--- src/rtl/udp_recv.sv ---
// udp_recv: byte-wide GMII receiver for Ethernet/IPv4/UDP frames.
// Filters the headers, streams the UDP payload and reports a CRC32 verdict at end of frame.
module udp_recv (
    input  logic        clk,
    input  logic        rst,
    input  logic [7:0]  i_data,
    input  logic        i_rx_dv,
    input  logic [47:0] i_my_mac,
    input  logic [31:0] i_my_ip,
    input  logic [15:0] i_my_port,
    output logic [7:0]  o_data,
    output logic        o_data_vl,
    output logic [47:0] o_src_mac,
    output logic [31:0] o_src_ip,
    output logic [15:0] o_src_port,
    output logic [15:0] o_data_len,
    output logic        o_pkt_done,
    output logic        o_pkt_ok
);
    localparam logic [31:0] CRC_POLY    = 32'hEDB88320;
    localparam logic [31:0] CRC_INIT    = 32'hFFFFFFFF;
    localparam logic [31:0] CRC_RESIDUE = 32'hDEBB20E3;
    localparam logic [15:0] MIN_UDP_LEN = 16'd8;
    localparam logic [15:0] MAX_UDP_LEN = 16'd1480;

    typedef enum logic [3:0] {
        IDLE, PREAMBLE, ETH_HDR, IP_HDR, UDP_HDR, PAYLOAD, TAIL, DROP, DONE
    } state_t;

    state_t      state_q, state_d;
    logic [10:0] cnt_q, cnt_d;
    logic [39:0] sh_q, sh_d;
    logic [31:0] crc_q, crc_d;
    logic [15:0] csum_q, csum_d;
    logic        bad_q, bad_d;
    logic [47:0] mac_q, mac_d;
    logic [31:0] ip_q, ip_d;
    logic [15:0] port_q, port_d;
    logic [15:0] len_q, len_d;

    logic [7:0]  o_data_q, o_data_d;
    logic        o_data_vl_q, o_data_vl_d;
    logic [47:0] o_src_mac_q, o_src_mac_d;
    logic [31:0] o_src_ip_q, o_src_ip_d;
    logic [15:0] o_src_port_q, o_src_port_d;
    logic [15:0] o_data_len_q, o_data_len_d;
    logic        o_pkt_done_q, o_pkt_done_d;
    logic        o_pkt_ok_q, o_pkt_ok_d;

    logic [47:0] win;
    logic [10:0] cnt_inc;
    logic [16:0] csum_add;
    logic [15:0] csum_fold;
    logic [31:0] crc_upd;

    function automatic logic [31:0] crc_byte(input logic [31:0] crc, input logic [7:0] d);
        logic [31:0] c;
        c = crc ^ {24'h0, d};
        for (int i = 0; i < 8; i++) begin
            c = c[0] ? ((c >> 1) ^ CRC_POLY) : (c >> 1);
        end
        return c;
    endfunction

    // Sliding window of the most recent header bytes, newest byte in [7:0].
    assign win       = {sh_q, i_data};
    assign cnt_inc   = (&cnt_q) ? cnt_q : cnt_q + 11'd1;
    assign csum_add  = {1'b0, csum_q} + {1'b0, win[15:0]};
    assign csum_fold = csum_add[15:0] + {15'h0, csum_add[16]};
    assign crc_upd   = crc_byte(crc_q, i_data);

    always_comb begin
        state_d      = state_q;
        cnt_d        = i_rx_dv ? cnt_inc : cnt_q;
        sh_d         = i_rx_dv ? win[39:0] : sh_q;
        crc_d        = crc_q;
        csum_d       = csum_q;
        bad_d        = bad_q;
        mac_d        = mac_q;
        ip_d         = ip_q;
        port_d       = port_q;
        len_d        = len_q;
        o_data_d     = o_data_q;
        o_data_vl_d  = 1'b0;
        o_src_mac_d  = o_src_mac_q;
        o_src_ip_d   = o_src_ip_q;
        o_src_port_d = o_src_port_q;
        o_data_len_d = o_data_len_q;
        o_pkt_done_d = 1'b0;
        o_pkt_ok_d   = o_pkt_ok_q;

        unique case (state_q)
            IDLE: begin
                crc_d = CRC_INIT;
                if (i_rx_dv) state_d = (i_data == 8'h55) ? PREAMBLE : DROP;
            end
            PREAMBLE: begin
                crc_d = CRC_INIT;
                if (!i_rx_dv) begin
                    state_d = IDLE;
                end else if (i_data == 8'hD5) begin
                    state_d = ETH_HDR;
                    bad_d   = 1'b0;
                    csum_d  = 16'h0;
                end else if (i_data != 8'h55) begin
                    state_d = DROP;
                end
            end
            ETH_HDR: begin
                if (!i_rx_dv) begin
                    state_d = IDLE;
                end else begin
                    crc_d = crc_upd;
                    if (cnt_q == 11'd5 && win != i_my_mac && win != 48'hFFFF_FFFF_FFFF) bad_d = 1'b1;
                    if (cnt_q == 11'd11) mac_d = win;
                    if (cnt_q == 11'd13) begin
                        if (win[15:0] != 16'h0800) bad_d = 1'b1;
                        state_d = bad_d ? DROP : IP_HDR;
                    end
                end
            end
            IP_HDR: begin
                if (!i_rx_dv) begin
                    state_d = IDLE;
                end else begin
                    crc_d = crc_upd;
                    if (cnt_q[0]) csum_d = csum_fold;
                    if (cnt_q == 11'd0 && i_data != 8'h45) bad_d = 1'b1;
                    if (cnt_q == 11'd9 && i_data != 8'd17) bad_d = 1'b1;
                    if (cnt_q == 11'd15) ip_d = win[31:0];
                    if (cnt_q == 11'd19) begin
                        if (win[31:0] != i_my_ip || csum_fold != 16'hFFFF) bad_d = 1'b1;
                        state_d = bad_d ? DROP : UDP_HDR;
                    end
                end
            end
            UDP_HDR: begin
                if (!i_rx_dv) begin
                    state_d = IDLE;
                end else begin
                    crc_d = crc_upd;
                    if (cnt_q == 11'd1) port_d = win[15:0];
                    if (cnt_q == 11'd3 && win[15:0] != i_my_port) bad_d = 1'b1;
                    if (cnt_q == 11'd5) len_d = win[15:0];
                    if (cnt_q == 11'd7) begin
                        if (len_q < MIN_UDP_LEN || len_q > MAX_UDP_LEN) bad_d = 1'b1;
                        if (bad_d) begin
                            state_d = DROP;
                        end else begin
                            o_src_mac_d  = mac_q;
                            o_src_ip_d   = ip_q;
                            o_src_port_d = port_q;
                            o_data_len_d = len_q - MIN_UDP_LEN;
                            state_d      = (len_q == MIN_UDP_LEN) ? TAIL : PAYLOAD;
                        end
                    end
                end
            end
            PAYLOAD: begin
                if (!i_rx_dv) begin
                    // Truncated inside the payload: always a failing verdict.
                    state_d      = DONE;
                    o_pkt_done_d = 1'b1;
                    o_pkt_ok_d   = 1'b0;
                end else begin
                    crc_d       = crc_upd;
                    o_data_d    = i_data;
                    o_data_vl_d = 1'b1;
                    if (cnt_q == o_data_len_q[10:0] - 11'd1) state_d = TAIL;
                end
            end
            TAIL: begin
                if (!i_rx_dv) begin
                    state_d      = DONE;
                    o_pkt_done_d = 1'b1;
                    o_pkt_ok_d   = (crc_q == CRC_RESIDUE) && (cnt_q >= 11'd4);
                end else begin
                    crc_d = crc_upd;
                end
            end
            DROP: begin
                if (!i_rx_dv) state_d = IDLE;
            end
            DONE: begin
                state_d = IDLE;
            end
            default: state_d = IDLE;
        endcase

        if (state_d != state_q) cnt_d = 11'd0;
    end

    always_ff @(posedge clk or posedge rst) begin
        if (rst) begin
            state_q      <= IDLE;
            cnt_q        <= 11'd0;
            sh_q         <= 40'h0;
            crc_q        <= CRC_INIT;
            csum_q       <= 16'h0;
            bad_q        <= 1'b0;
            mac_q        <= 48'h0;
            ip_q         <= 32'h0;
            port_q       <= 16'h0;
            len_q        <= 16'h0;
            o_data_q     <= 8'h0;
            o_data_vl_q  <= 1'b0;
            o_src_mac_q  <= 48'h0;
            o_src_ip_q   <= 32'h0;
            o_src_port_q <= 16'h0;
            o_data_len_q <= 16'h0;
            o_pkt_done_q <= 1'b0;
            o_pkt_ok_q   <= 1'b0;
        end else begin
            state_q      <= state_d;
            cnt_q        <= cnt_d;
            sh_q         <= sh_d;
            crc_q        <= crc_d;
            csum_q       <= csum_d;
            bad_q        <= bad_d;
            mac_q        <= mac_d;
            ip_q         <= ip_d;
            port_q       <= port_d;
            len_q        <= len_d;
            o_data_q     <= o_data_d;
            o_data_vl_q  <= o_data_vl_d;
            o_src_mac_q  <= o_src_mac_d;
            o_src_ip_q   <= o_src_ip_d;
            o_src_port_q <= o_src_port_d;
            o_data_len_q <= o_data_len_d;
            o_pkt_done_q <= o_pkt_done_d;
            o_pkt_ok_q   <= o_pkt_ok_d;
        end
    end

    assign o_data     = o_data_q;
    assign o_data_vl  = o_data_vl_q;
    assign o_src_mac  = o_src_mac_q;
    assign o_src_ip   = o_src_ip_q;
    assign o_src_port = o_src_port_q;
    assign o_data_len = o_data_len_q;
    assign o_pkt_done = o_pkt_done_q;
    assign o_pkt_ok   = o_pkt_ok_q;
endmodule

--- config.mk ---
export PLATFORM = sky130hd
export DESIGN_NAME = udp_recv
export DESIGN_NICKNAME = d
export VERILOG_FILES = /design/src/rtl/udp_recv.sv
export SDC_FILE = /design/constraint.sdc
export NUM_CORES = 1
export LEC_CHECK = 0
export ABC_AREA = 1
export CORE_ASPECT_RATIO = 2
export CORE_MARGIN = 1
export CORE_UTILIZATION = 30
export CTS_CLUSTER_DIAMETER = 40
export DETAILED_ROUTE_END_ITERATION = 12
export MAX_ROUTING_LAYER = met4
export PLACE_DENSITY = 0.46
export REMOVE_ABC_BUFFERS = 1
export SLEW_MARGIN = 10
export SYNTH_ARGS = -nofsm -noshare
export SYNTH_HDL_FRONTEND = slang
export SYNTH_SLANG_ARGS = --single-unit
--- constraint.sdc ---
create_clock -name clk -period 34.8 [get_ports clk]
set_input_delay 10.44 -clock clk [delete_from_list [all_inputs] [get_ports clk]]
set_output_delay 10.44 -clock clk [all_outputs]
set_load 0.005 [all_outputs]
Yosys cells after proc, flatten, opt, wreduce, memory -nomap -nowiden
Cells that the tools add are included.
{"block": "classes", "add_sub_neg": 5, "order_cmp": 3, "eq_ne": 41, "mux": 70, "bitwise": 10, "n_reduce_logical": 30}
{"operator": "$mux 32", "count": 9}
{"operator": "$not 13->14", "count": 8}
{"operator": "$mux 16", "count": 4}
{"operator": "$pmux 32 s2", "count": 1}
{"operator": "$mux 4", "count": 14}
{"operator": "$ne 48x48->1", "count": 1}
{"operator": "$ne 48x48->1 const B", "count": 1}
{"operator": "$eq 11x4->1 const B", "count": 4}
{"operator": "$mux 11", "count": 3}
{"operator": "$eq 32x32->1 const B", "count": 1}
{"operator": "$ne 32x32->1", "count": 1}
{"operator": "$pmux 16 s2", "count": 1}
{"operator": "$pmux 4 s8", "count": 1}
{"operator": "$xor 32x8->32", "count": 1}
{"operator": "$mux 1", "count": 30}
{"operator": "$eq 11x3->1 const B", "count": 2}
{"operator": "$add 16x16->17", "count": 1}
{"operator": "$add 16x1->16", "count": 1}
{"operator": "$eq 16x4->1 const B", "count": 1}
{"operator": "$eq 4x3->1 const B", "count": 4}
{"operator": "$gt 16x11->1 const B", "count": 1}
{"operator": "$lt 16x4->1 const B", "count": 1}
{"operator": "$ne 16x12->1 const B", "count": 1}
{"operator": "$ne 16x16->1", "count": 1}
{"operator": "other kinds (37)", "count": 66}
{"block": "totals", "regBits": 339, "word_cells": 177}

Depth between registers and ports, before layout
{"block": "logic_depth", "depth_word": 19, "depth_mapped": 33, "mapped_depth_nobuf": 32}

Worst setup path after synthesis
Ideal clock, no wire load.
{"block": "synth_path", "path_type": "input -> register", "from": "in i_data[1]", "to": "reg cnt_q[5]", "setup_time_ps": 80, "arrival_ps": 13629, "t_required_ps": 34720, "slack_ps": 21091, "path_stages": 31, "path_cell_list": "buf_4 > inv_2 > fa_1 > inv_1 > nand2_1 > nand2_1 > nand3_2 > nand2_2 > nand3_1 > nand2_1 > a21oi_1 > o21bai_1 > ha_1 > ha_1 > nand3_1 > inv_1 > nand3_4 > nor2_4 > nand2_2 > nor2_4 > nand3_1 > nand2_1 > nand2_1 > nor2_2 > nand3_2 > nand2_4 > nand2_2 > nand2_2 > nand3_2 > buf_6 > nor3_2"}
{"block": "synth_via", "elab_chain_len": 15, "elab_cells_between_ends": 55, "cone_classes": "2 x add/sub; 13 x eq/ne; 32 x mux; 8 x reduce/logical"}
{"item": "start: declaration", "line": "6", "text": "input logic [7:0] i_data,"}
{"item": "$add 16x16->17 or $ne 8x7->1 (tied branches)", "line": "68, 128"}
{"item": "$add 16x1->16 or $logic_and 1x1->1 (tied branches)", "line": "69, 128"}
{"item": "$ne 16x16->1 or $mux 1 (tied branches)", "line": "132, 128"}
{"item": "$logic_or 1x1->1 or $mux 1 (tied branches)", "line": "132, 129"}
{"item": "$mux 1", "line": "132", "text": "if (win[31:0] != i_my_ip || csum_fold != 16'hFFFF) bad_d = 1'b1;"}
{"item": "$mux 1", "line": "131", "text": "if (cnt_q == 11'd19) begin"}
{"item": "$mux 1", "line": "123", "text": "if (!i_rx_dv) begin"}
{"item": "$mux 1", "line": "92", "text": "unique case (state_q)"}
{"item": "$mux 2", "line": "133", "text": "state_d = bad_d ? DROP : UDP_HDR;"}
{"item": "$mux 4", "line": "131"}
{"item": "$mux 4", "line": "123"}
{"item": "$pmux 4 s8 *", "line": "92"}
{"item": "via state_d[0]", "line": "30", "text": "state_t state_q, state_d;"}
{"item": "$ne 4x4->1 *", "line": "190", "text": "if (state_d != state_q) cnt_d = 11'd0;"}
{"item": "$ne 2x1->1 (no line) or $reduce_bool 2->1 (tied branches)"}
{"item": "$reduce_and 2->1 (no line)"}
{"item": "end signal: assignment", "line": "215", "text": "cnt_q <= cnt_d;"}
{"item": "end: declaration", "line": "31", "text": "logic [10:0] cnt_q, cnt_d;"}
The timed path passes the listed nets; every way through them passes the cells marked *. The select of a mux whose other input is x is not followed.
A chain may end at the register's enable or synchronous reset.

Worst setup path in the final report
{"block": "layout_path", "from": "in i_data[0]", "to": "reg cnt_q[10]"}
{"block": "layout_via", "elab_chain_len": 15, "elab_cells_between_ends": 55, "cone_classes": "2 x add/sub; 13 x eq/ne; 32 x mux; 8 x reduce/logical"}
{"item": "$add 16x16->17, or another cell as far along", "line": "68", "text": "assign csum_add = {1'b0, csum_q} + {1'b0, win[15:0]};"}
{"item": "$add 16x1->16, or another cell as far along", "line": "69", "text": "assign csum_fold = csum_add[15:0] + {15'h0, csum_add[16]};"}
{"item": "$ne 16x16->1, or another cell as far along", "line": "132"}
{"item": "$logic_or 1x1->1, or another cell as far along", "line": "132"}
{"item": "$mux 1 (on tied branches)", "line": "132, 117"}
{"item": "$mux 1 (on tied branches)", "line": "131, 116"}
{"item": "$mux 1 (on tied branches)", "line": "123, 110"}
{"item": "$mux 1", "line": "92"}
{"item": "$mux 2 or $mux 3 (tied branches)", "line": "133, 118"}
{"item": "$mux 4 (on tied branches)", "line": "131, 116"}
{"item": "$mux 4 (on tied branches)", "line": "123, 110"}
{"item": "$pmux 4 s8 *", "line": "92"}
{"item": "$ne 4x4->1 *", "line": "190"}
{"item": "$ne 2x1->1 (no line) or $reduce_bool 2->1 (tied branches)"}
{"item": "$reduce_and 2->1 (no line)"}
Every way passes the cells marked *; elsewhere a longest branch is shown, timed or not. The select of a mux whose other input is x is not followed.

==> reports/qor.txt <==
status: complete, no violations
Antenna Nets Post-Route: 0
chip width: 174 um
Nets: 2594
min Tclk post-route: 15090 ps
P_leak: 10.7 nW
worst-path maximum fanout: 11
Yosys cell types: 52
hold-fix buffers at CTS: 0
Post-route DRC: 0
drt pass-1 iters: 9
post_cts resized: 0
Rel. slew slack: 27.4%
top-count cell post-synth: nand2_1
Fillers: 6067
HPWL after DPL: 49100 um
CP most frequent cell: nand2_1
post-synthesis cell area: 17800 um^2
syn avg cell area: 7.90 um^2
initial antenna violation count: 1
VDD IR max: 48.9 uV
Hold Path Cell Cnt: 2
largest net degree at the start of global routing: 175
FF-to-FF Start: sh_q[2]
Post-CTS Setup Inserts: 0
CTS sink cnt: 339
Syn Inst Count: 2254
final WL: 65500 um
Setup TNS: 0 ps
cts bufs inserted: 41
max-cap violation count: 0
Clock Tree Buf Depth: 3
largest area contributor in the netlist: dfrtp_1
GR Overflow Total: 0
clock root buffer: clkbuf_16
Synth top area share: 43.1%
Async S/R FF share, synth: 100%
vias in the first global route: 15756
starting density of the core: 30.3%
# rows: 126
final core utilization: 37.9%
first-pass GRT wire length: 98800 um
Critical Path RT: 35230 ps
FF-to-FF End: cnt_q[10]
worst-margin pin slew: 1090 ps
Reg clk slew, reported paths: 60 ps
Routed WL per cell: 20.1 um
Post-synth top flop: dfrtp_1
DRT iter0 DRCs: 1149
Max stage delay on crit path: 970 ps
post-synthesis sequential area ratio: 47.8%
Tot GR Track Use: 22.5%
RSZ-0062 raised after global routing: no
Final Skew: 19.0 ps
Yosys reg bits: 339
largest cells by area after synthesis: dfrtp_1 43%, nand2_1 16%, o21ai_0 5.4%, inv_1 5.2%, dfstp_2 4.7%
Worst-Skew Late Latency: 570 ps
EDFF count, synth: 0
final setup vio count: 0
slowest CP cell: clkdlybuf4s50_1
proportion of layout cells with a drive suffix above 1: 7.82%
final hold viol count: 0
fin crit share: 43.4%
worst path arrival time: 15520 ps
synth warn: 0
drt via density: 4.81
Endpoint, Worst Hold: o_src_mac[23]
R2R depth: 23
Top delay family on crit path: simple AND/OR/NAND/NOR gates
Layout area overhead: 25.1%
Buffers on Ports: 229
Ports: 230
CTS H-tree depth: 2
CP Class: in2reg
Die Y: 347 um
worst hold path type: reg2reg
CTS tree: yes
Worst setup EP type: flip-flop
PD cells: 63.4 nW/um^2
core area: 58800 um^2
Worst R2R Setup Slack: 29870 ps
total number of vias: 15694
Worst Setup SP: i_data[0]
Worst Path Buf+Inv: 3
GP Congestion: 0.884
Post-synth top cells: 756 x nand2_1, 307 x dfrtp_1, 245 x inv_1, 192 x o21ai_0, 127 x nor2_1
fin. max-slew vios: 0
startpoint types: input pin
achievable frequency: 66.3 MHz
worst hold start: o_src_mac[23]
die outline area: 60400 um^2
==> layout make-up <==
cell class	count	area [um^2]	area share (%)
Sequential cell	339	8520	38.2
Multi-Input combinational cell	1580	8020	36.0
Timing Repair Buffer	245	2420	10.9
Clock buffer	52	1110	4.97
Inverter	255	966	4.33
Tap cell	768	961	4.31
Clock inverter	24	288	1.29
Antenna cell	2	5.00	0.0225
==> tightest hold or removal path, cell delays in order, from the launching register on <==
cell and delay (ps):
dfrtp_1 340, nand2_1 50, nand2_1 40
==> per-stage QoR <==
stage	area, um^2	power, mW	hold slack (ps)	worst slack, ps	std cells
floorplan	17500	0.810	445	15020	2174
global placement	20900	0.972	453	19160	3187
detailed placement	20900	0.972	459	19060	3187
CTS	22300	1.43	470	19680	3263
global route	22300	1.50	492	19330	3264
finish	22300	1.41	468	19710	3265
==> power by group <==
| part | internal (mW) | total (mW) | switching, mW | leakage [nW] |
|---|---|---|---|---|
| combinational | 0.167 | 0.484 | 0.317 | 5.59 |
| sequential | 0.443 | 0.483 | 0.0392 | 4.39 |
| clock | 0.261 | 0.447 | 0.187 | 0.684 |
==> logic make-up after synthesis <==
group                      after synthesis  synth area share (%)
AOI/OAI and AO/OA                      273                  8.21
xor gates and xnor gates               161                  8.04
adders and majority gates               25                  1.80
buffers and inverters                  335                  7.32
DFF                                    339                  47.8
and+or+nand+nor                       1121                  26.8
==> flip-flops by register name (all words and copies together), names as in the netlist, 4 cells and up <==
name,flops
cnt_q,11
crc_q,32
csum_q,16
ip_q,32
len_q,16
mac_q,48
o_data,8
o_data_len,16
o_src_ip,32
o_src_mac,48
o_src_port,16
port_q,16
sh_q,40
state_q,4
==> layer usage <==
layer	GRT usage [%]	wire [um]	up-vias
li1	-	-	7547
met4	9.60	2780	0
met3	2.31	2920	131
met5	-	0	-
met1	24.0	24300	7509
met2	41.5	35400	507
==> worst max-delay path by stage <==
stage	end	slack [ps]	cells past startpoint
after floorplan	bad_q	15020	1
after CTS	cnt_q[10]	19680	29
after global routing	cnt_q[10]	19330	30
final	cnt_q[10]	19710	29
after global placement	cnt_q[10]	19160	32
after detailed placement	cnt_q[10]	19060	29
==> cells in the final DEF, fill, tap and decap left out, drive strengths merged, types with 2 or more instances in the layout <==
master,count
nor3,41
clkinvlp,2
clkinv,12
buf,17
diode,2
nand3,91
inv,261
nor4,14
xor2,92
dfstp,32
nand3b,5
o211ai,2
ha,24
and2,2
or2,15
a21oi,26
o21ai,194
dfrtp,307
nand4,39
nand2,774
bufinv,4
o22ai,34
o21bai,2
a22oi,3
nor2,138
xnor2,69
a31oi,4
clkdlybuf4s50,228
clkbuf,52
Power figures use the tool's default switching activity.
